## src/rtl/multi_cycle_control.sv

```systemverilog
// Control FSM for the multi-cycle MIPS-subset CPU: sequences IF/ID/EXE/MEM/WB and decodes
// every datapath control from (state, op). Define HALT_EN to add the HALT state for op 111111.
module multi_cycle_control #(
  parameter int unsigned MEM_TMO = 15,
  parameter int unsigned OPW     = 6
) (
  input  logic           CLK,
  input  logic           Reset,
  input  logic [OPW-1:0] op,
  input  logic           zero,
  input  logic           mem_ready,
  output logic [2:0]     state,
  output logic           PCWre,
  output logic           IRWre,
  output logic           RegWre,
  output logic           mRD,
  output logic           mWR,
  output logic           ALUSrcB,
  output logic           ExtSel,
  output logic [1:0]     RegDst,
  output logic           DBDataSrc,
  output logic [1:0]     PCSrc,
  output logic [2:0]     ALUOp,
  output logic           mem_err,
  output logic           halted
);

  localparam logic [OPW-1:0] OpAdd  = OPW'(6'b000000);
  localparam logic [OPW-1:0] OpSub  = OPW'(6'b000001);
  localparam logic [OPW-1:0] OpAndi = OPW'(6'b010000);
  localparam logic [OPW-1:0] OpOri  = OPW'(6'b010010);
  localparam logic [OPW-1:0] OpSlt  = OPW'(6'b100111);
  localparam logic [OPW-1:0] OpSw   = OPW'(6'b110000);
  localparam logic [OPW-1:0] OpLw   = OPW'(6'b110001);
  localparam logic [OPW-1:0] OpBeq  = OPW'(6'b110100);
  localparam logic [OPW-1:0] OpBne  = OPW'(6'b110101);
  localparam logic [OPW-1:0] OpJ    = OPW'(6'b111000);
  localparam logic [OPW-1:0] OpJal  = OPW'(6'b111010);
  localparam logic [7:0]     TmoLast = 8'(MEM_TMO - 1);

  // HALT needs a ninth encoding, so the register widens by one bit; state shows the low 3 bits.
`ifdef HALT_EN
  localparam logic [OPW-1:0] OpHalt = OPW'(6'b111111);
  typedef enum logic [3:0] {
    StIf = 4'b0000, StId = 4'b0001, StExeLs = 4'b0010, StMem = 4'b0011, StWbLd = 4'b0100,
    StExeBr = 4'b0101, StExeAl = 4'b0110, StWbAl = 4'b0111, StHalt = 4'b1000
  } state_e;
`else
  typedef enum logic [2:0] {
    StIf = 3'b000, StId = 3'b001, StExeLs = 3'b010, StMem = 3'b011, StWbLd = 3'b100,
    StExeBr = 3'b101, StExeAl = 3'b110, StWbAl = 3'b111
  } state_e;
`endif

  state_e     state_q, state_d;
  logic [7:0] wait_q, wait_d;
  logic       mem_err_q, mem_err_d;

  logic is_r, is_imm, is_alu, is_beq, is_bne, is_br, is_lw, is_sw, is_ls, is_j, is_jal, is_halt;
  logic tmo, mem_done;

  assign is_r   = (op == OpAdd) || (op == OpSub) || (op == OpSlt);
  assign is_imm = (op == OpAndi) || (op == OpOri);
  assign is_alu = is_r || is_imm;
  assign is_beq = (op == OpBeq);
  assign is_bne = (op == OpBne);
  assign is_br  = is_beq || is_bne;
  assign is_lw  = (op == OpLw);
  assign is_sw  = (op == OpSw);
  assign is_ls  = is_lw || is_sw;
  assign is_jal = (op == OpJal);
  assign is_j   = (op == OpJ) || is_jal;
`ifdef HALT_EN
  assign is_halt = (op == OpHalt);
`else
  assign is_halt = 1'b0;
`endif

  // mem_ready on the timeout cycle wins: the access completes without an error.
  assign tmo      = (wait_q == TmoLast);
  assign mem_done = mem_ready || tmo;

  always_ff @(posedge CLK) begin
    if (!Reset) begin
      state_q   <= StIf;
      wait_q    <= 8'd0;
      mem_err_q <= 1'b0;
    end else begin
      state_q   <= state_d;
      wait_q    <= wait_d;
      mem_err_q <= mem_err_d;
    end
  end

  always_comb begin
    state_d   = state_q;
    wait_d    = (state_q == StMem) ? wait_q + 8'd1 : 8'd0;
    mem_err_d = mem_err_q || ((state_q == StMem) && tmo && !mem_ready);
    unique case (state_q)
      StIf: state_d = StId;
      StId: begin
        if (is_alu)      state_d = StExeAl;
        else if (is_br)  state_d = StExeBr;
        else if (is_ls)  state_d = StExeLs;
`ifdef HALT_EN
        else if (is_halt) state_d = StHalt;
`endif
        else             state_d = StIf;
      end
      StExeAl: state_d = StWbAl;
      StWbAl:  state_d = StIf;
      StExeBr: state_d = StIf;
      StExeLs: state_d = StMem;
      StMem:   if (mem_done) state_d = is_lw ? StWbLd : StIf;
      StWbLd:  state_d = StIf;
      default: state_d = state_q;
    endcase
  end

  always_comb begin
    PCWre     = 1'b0;
    IRWre     = 1'b0;
    RegWre    = 1'b0;
    mRD       = 1'b0;
    mWR       = 1'b0;
    ALUSrcB   = 1'b0;
    ExtSel    = 1'b0;
    RegDst    = 2'b00;
    DBDataSrc = 1'b0;
    PCSrc     = 2'b00;
    ALUOp     = 3'b000;
    if (Reset) begin
      unique case (state_q)
        StIf: IRWre = 1'b1;
        StId: begin
          if (!(is_alu || is_br || is_ls || is_halt)) begin
            PCWre = 1'b1;
            PCSrc = is_j ? 2'b10 : 2'b00;
            if (is_jal) begin
              RegWre = 1'b1;
              RegDst = 2'b00;
            end
          end
        end
        StExeAl, StExeLs, StExeBr: begin
          ALUSrcB = is_imm || is_ls;
          ExtSel  = is_ls || is_br;
          if (op == OpSub || is_br) ALUOp = 3'b001;
          else if (op == OpAndi)    ALUOp = 3'b010;
          else if (op == OpOri)     ALUOp = 3'b011;
          else if (op == OpSlt)     ALUOp = 3'b100;
          else                      ALUOp = 3'b000;
          if (state_q == StExeBr) begin
            PCWre = 1'b1;
            PCSrc = ((is_beq && zero) || (is_bne && !zero)) ? 2'b01 : 2'b00;
          end
        end
        StWbAl: begin
          RegWre = 1'b1;
          PCWre  = 1'b1;
          RegDst = is_r ? 2'b10 : 2'b01;
        end
        StMem: begin
          mRD   = is_lw;
          mWR   = is_sw;
          PCWre = is_sw && mem_done;
        end
        StWbLd: begin
          RegWre    = 1'b1;
          PCWre     = 1'b1;
          RegDst    = 2'b01;
          DBDataSrc = 1'b1;
        end
        default: ;
      endcase
    end
  end

  assign state   = state_q[2:0];
  assign mem_err = mem_err_q;
`ifdef HALT_EN
  assign halted  = (state_q == StHalt);
`else
  assign halted  = 1'b0;
`endif

endmodule

```

## config.mk

```make
export PLATFORM = sky130hd
export DESIGN_NAME = multi_cycle_control
export DESIGN_NICKNAME = d
export VERILOG_FILES = /design/src/rtl/multi_cycle_control.sv
export SDC_FILE = /design/constraint.sdc
export NUM_CORES = 1
export LEC_CHECK = 0
export CAP_MARGIN = 20
export CORE_MARGIN = 3
export CORE_UTILIZATION = 41
export DETAILED_ROUTE_END_ITERATION = 7
export PLACE_DENSITY = 0.75
export SLEW_MARGIN = 20
export SYNTH_ARGS = -nofsm -noshare
export SYNTH_HDL_FRONTEND = slang
export SYNTH_SLANG_ARGS = --single-unit
```

## constraint.sdc

```tcl
create_clock -name CLK -period 1.8 [get_ports CLK]
set_input_delay 0.36 -clock CLK [delete_from_list [all_inputs] [get_ports CLK]]
set_output_delay 0.36 -clock CLK [all_outputs]
set_load 0.01 [all_outputs]
```

### Word level (Yosys, flattened, before mapping)

Index checks and enable logic that the tools add are counted.

| storage, ports and cells | value |
|---|---|
| output and inout port bits | 20 |
| word-level logic and storage cells | 92 |
| flip-flop bits (word level) | 12 |
| input port bits | 10 |

| operators by class | value |
|---|---|
| equal/unequal tests | 19 |
| multiplexer cells | 41 |
| reduce and logical (&&, ||, !) cells | 28 |
| add/sub/neg operators | 1 |

Operator list:

| cell | count |
|---|---|
| $eq 6x6->1 const B | 7 |
| $mux 3 | 10 |
| $mux 1 | 20 |
| $pmux 3 s6 | 1 |
| $logic_or 1x1->1 | 15 |
| $eq 3x3->1 const B | 4 |
| $eq 6x5->1 const B | 2 |
| $mux 2 | 6 |
| $add 8x1->8 const B | 1 |
| $eq 8x4->1 const B | 1 |
| $pmux 2 s2 | 2 |
| $eq 3x2->1 const B | 2 |
| $eq 6x1->1 const B | 1 |
| $logic_not 6->1 | 1 |
| $reduce_or 3->1 | 2 |
| $logic_and 1x1->1 | 5 |
| $pmux 1 s4 | 1 |
| $eq 3x1->1 const B | 1 |
| $logic_not 3->1 | 1 |
| $logic_not 1->1 | 2 |
| $ne 2x2->1 const B | 1 |
| $pmux 1 s2 | 1 |
| $reduce_and 2->1 | 1 |
| $reduce_or 2->1 | 1 |

### Longest topological paths before layout

| logic depth | value |
|---|---|
| depth in word-level cells | 9 |
| gate-level depth with buffers | 7 |
| gate-level depth less buffers | 7 |

### Worst setup path before layout

Ideal clock, no wire load.

| path | value |
|---|---|
| kind | register -> output |
| start | register wait_q[0] |
| end | output PCWre |
| buffers on the path | 0 |
| slack | -0.186 ns |
| data arrival time | 1.626 ns |
| stages on the path, launching flop included | 8 |
| required time | 1.440 ns |
| cells stage by stage | dfxtp_1 inv_1 ha_1 or4b_4 nor3b_4 nor2_2 o41ai_2 o21a_1 |

| on the way | value |
|---|---|
| longest elaborated chain between the ends | 5 |

Ends and longest elaborated chain:

| element | line | text |
|---|---|---|
| from (decl) | 56 | `logic [7:0] wait_q, wait_d;` |
| from (signal assigned) | 90 | `wait_q <= wait_d;` |
| $eq 8x4->1 | 80 | `assign tmo = (wait_q == TmoLast);` |
| $logic_or 1x1->1 | 81 | `assign mem_done = mem_ready \|\| tmo;` |
| $logic_and 1x1->1 | 166 | `PCWre = is_sw && mem_done;` |
| $pmux 1 s4 | 133 | `unique case (state_q)` |
| $mux 1 | 132 | `if (Reset) begin` |
| to (decl) | 13 | `output logic PCWre,` |

Every way passes these cells.

### Final worst setup path

Ends and elaborated chain as after synthesis.

==> metrics.cfg <==
[status]
outcome=finished, violations left
failed_checks=setup timing

[finish]
drive_gt1_share_pct=62.15
design_area_mm2=0.001962
final_core_util_pct=95.15
antenna_cells=0
nets=227
syn2layout_area_growth_pct=111.0

[route]
num_vias=1510
detail_route.wirelength_um=5512
wl_per_cell_um=22.87
vias_per_cell=6.266
drt_iter0_markers=102
drc=0
dr.pass1.iters=5
ant_nets=0

[floorplan]
fp.dieH_um=53.62
fp-row-count=16
start_util_pct=45.08
die-area_mm2=0.002875
die-width_um=53.62
io_pins=30
core_mm2=0.002062

[yosys]
ys_seq_elements=12
syn-instance-count=128
avgSynthCellArea_um2=7.263
synth_top_area_share_pct=25.84
ys_warn_count=0
synth_cell_types=40
synth_nets=140
synthTopCellsByArea=dfxtp_1, nor2_1, xor2_1, nand2_1, nor2b_1
synth-seq-area-share_pct=25.84
synth_top_area_cell=dfxtp_1
syn-cell-area_um2=929.6

[sta]
clock.fmax_mhz=408.9
period_share_pct=135.9
rsz0062_at_grt=yes
finalSetupTns_ps=-1397
setup_violations=14
finalCriticalPeriod_ps=2446
final-hold-violation-count=0
finClkSkew_ps=14.38
drv_slew=0
setup_slack_ps=-645.8

[clocking]
cts-buffers-inserted=3
cts_htree_levels=1
cts_tree=yes
cts_buffer_depth=2
path_clk_slew_ps=90
cts_root_buf=clkbuf_4
clk_latency_ps=290
clock_sinks=12

[power]
power.total_mw=0.7970
ir_drop_mv=0.5532
pwr_density_cell_mw_per_mm2=406.2
p_leak_nw=0.8528

[critical_path]
critPathLaunchType=flop
critPathMaxFanout=2
crit_required_ps=1440
rrSetupSlack_ps=-100
worstPathArrival_ps=2090
criticalPathCategory=flop to primary output
worstSetupEndpointType=primary output

[global_route]
grtUsageTotal_pct=30.59
grt_pass1_wl_um=6368
first_global_vias=1350
grt_max_degree=9
antenna_found_initial=0
grt_overflow=0

[run]
max-cap-violations=0

[placement]
gp_congestion=0.8738
hpwlAfterDp_um=2484
io_buffers=28
place_area_mm2=0.001577

[worst_hold_path]
worstHoldPathType=input pin to flop

critical path: stages (launching register included):
cell and delay, ps:
dfxtp_2 330, inv_2 40, ha_1 130, or4b_4 470
nor3b_4 250, nor2_2 80, o41ai_2 230, o21a_1 160
buf_2 130
area by class of cell:
type,instances,area [um^2]
Fill cell,50,100.1
Inverter,3,11.26
Multi-Input combinational cell,103,905.9
Timing Repair Buffer,92,721.9
Clock buffer,4,36.28
Sequential cell,12,252.7
Tap cell,27,33.78
cells in the mapped netlist:
cell type	number
or2_1	2
o41ai_2	1
nor3_1	5
xnor2_1	2
a2111oi_0	1
nor4_1	4
a31oi_1	3
a2bb2oi_1	1
clkbuf_1	7
buf_2	1
buf_4	1
nor2b_1	6
nor2_2	1
o21ai_0	2
conb_1	1
nand3_1	5
o21a_1	2
a21oi_1	3
a311oi_1	1
xor2_1	6
o31ai_1	1
a32oi_1	1
ha_1	2
and2_1	2
nand2_1	11
nor4b_1	2
dfxtp_1	12
a32o_1	1
a211oi_1	1
nor3b_4	1
nand2b_1	4
or2_2	1
or4b_4	1
buf_1	1
nand4_1	5
inv_1	3
nor3b_1	2
o41ai_1	1
o21ai_1	1
nor2_1	20
kinds of logic after synthesis:
family	synth area share, %
flops	25.84
simple gates	41.72
xor+xnor	7.537
fa+ha+maj	2.691
other cells	0.4034
compound gates	16.02
buf+inv	5.787
report_power, final:
group | switching, mW | internal [mW]
registers | 0.00668 | 0.267
clock network | 0.102 | 0.123
logic | 0.151 | 0.147
metal layers:
layer  up-vias  wire, um  global-route usage, %
met3        51       530                  4.432
met2       141      2638                  61.02
li1        621         -                      -
met1       697      1900                  31.76
met4         0       442                  10.64
met5         -         0                      0
layout by cell type, fill, tap and decap left out, types with 2 or more instances in the layout:
master	count
nor2b_4	3
o21a_1	2
a31oi_4	2
dfxtp_1	8
nor3_2	2
xnor2_1	2
nor3b_4	2
a21oi_1	3
nor3_4	2
ha_1	2
clkbuf_2	4
and2_1	2
o41ai_2	2
clkbuf_4	3
nor2_1	19
nor2b_1	2
clkdlybuf4s50_1	5
buf_4	54
nand2_2	2
nand3_4	2
inv_2	2
buf_6	14
nand2_1	9
nand4_1	5
nor4_4	2
nor2_2	2
buf_2	13
xor2_1	6
dfxtp_4	3
o21ai_0	2
nand3_1	2
nand2b_4	4
per-stage QoR:
stage | setup slack, ps | cells | hold WS (ps)
floorplan | -156.2 | 128 | 419.5
global placement | -905.7 | 222 | 477.0
detailed placement | -1034 | 222 | 506.6
CTS | -620.5 | 234 | 525.1
global route | -704.4 | 241 | 494.0
finish | -645.8 | 241 | 491.9
flip-flops by register name, indices dropped and copies added (netlist names):
name / flops
mem_err: 1
wait_q: 8
state: 3
final timing paths:
check	startpoint	to	cells past startpoint
setup / recovery	wait_q[0]$_SDFF_PN0_	PCWre	8
hold / removal	Reset	state[0]$_SDFFE_PN0P_	3
setup reg to reg	wait_q[0]$_SDFF_PN0_	state[1]$_SDFFE_PN0P_	9
hold reg to reg	mem_err$_SDFF_PN0_	mem_err$_SDFF_PN0_	2
what timing repair did:
action,in CTS,in global routing
hold buffers,0,0
endpoints found under the setup margin,17,17
setup buffers,8,8
gates cloned,0,0
pin swaps,13,15
gates resized for setup,115,50
endpoints found under the hold margin,0,0
No activity file was read; power rests on OpenSTA's default activity.
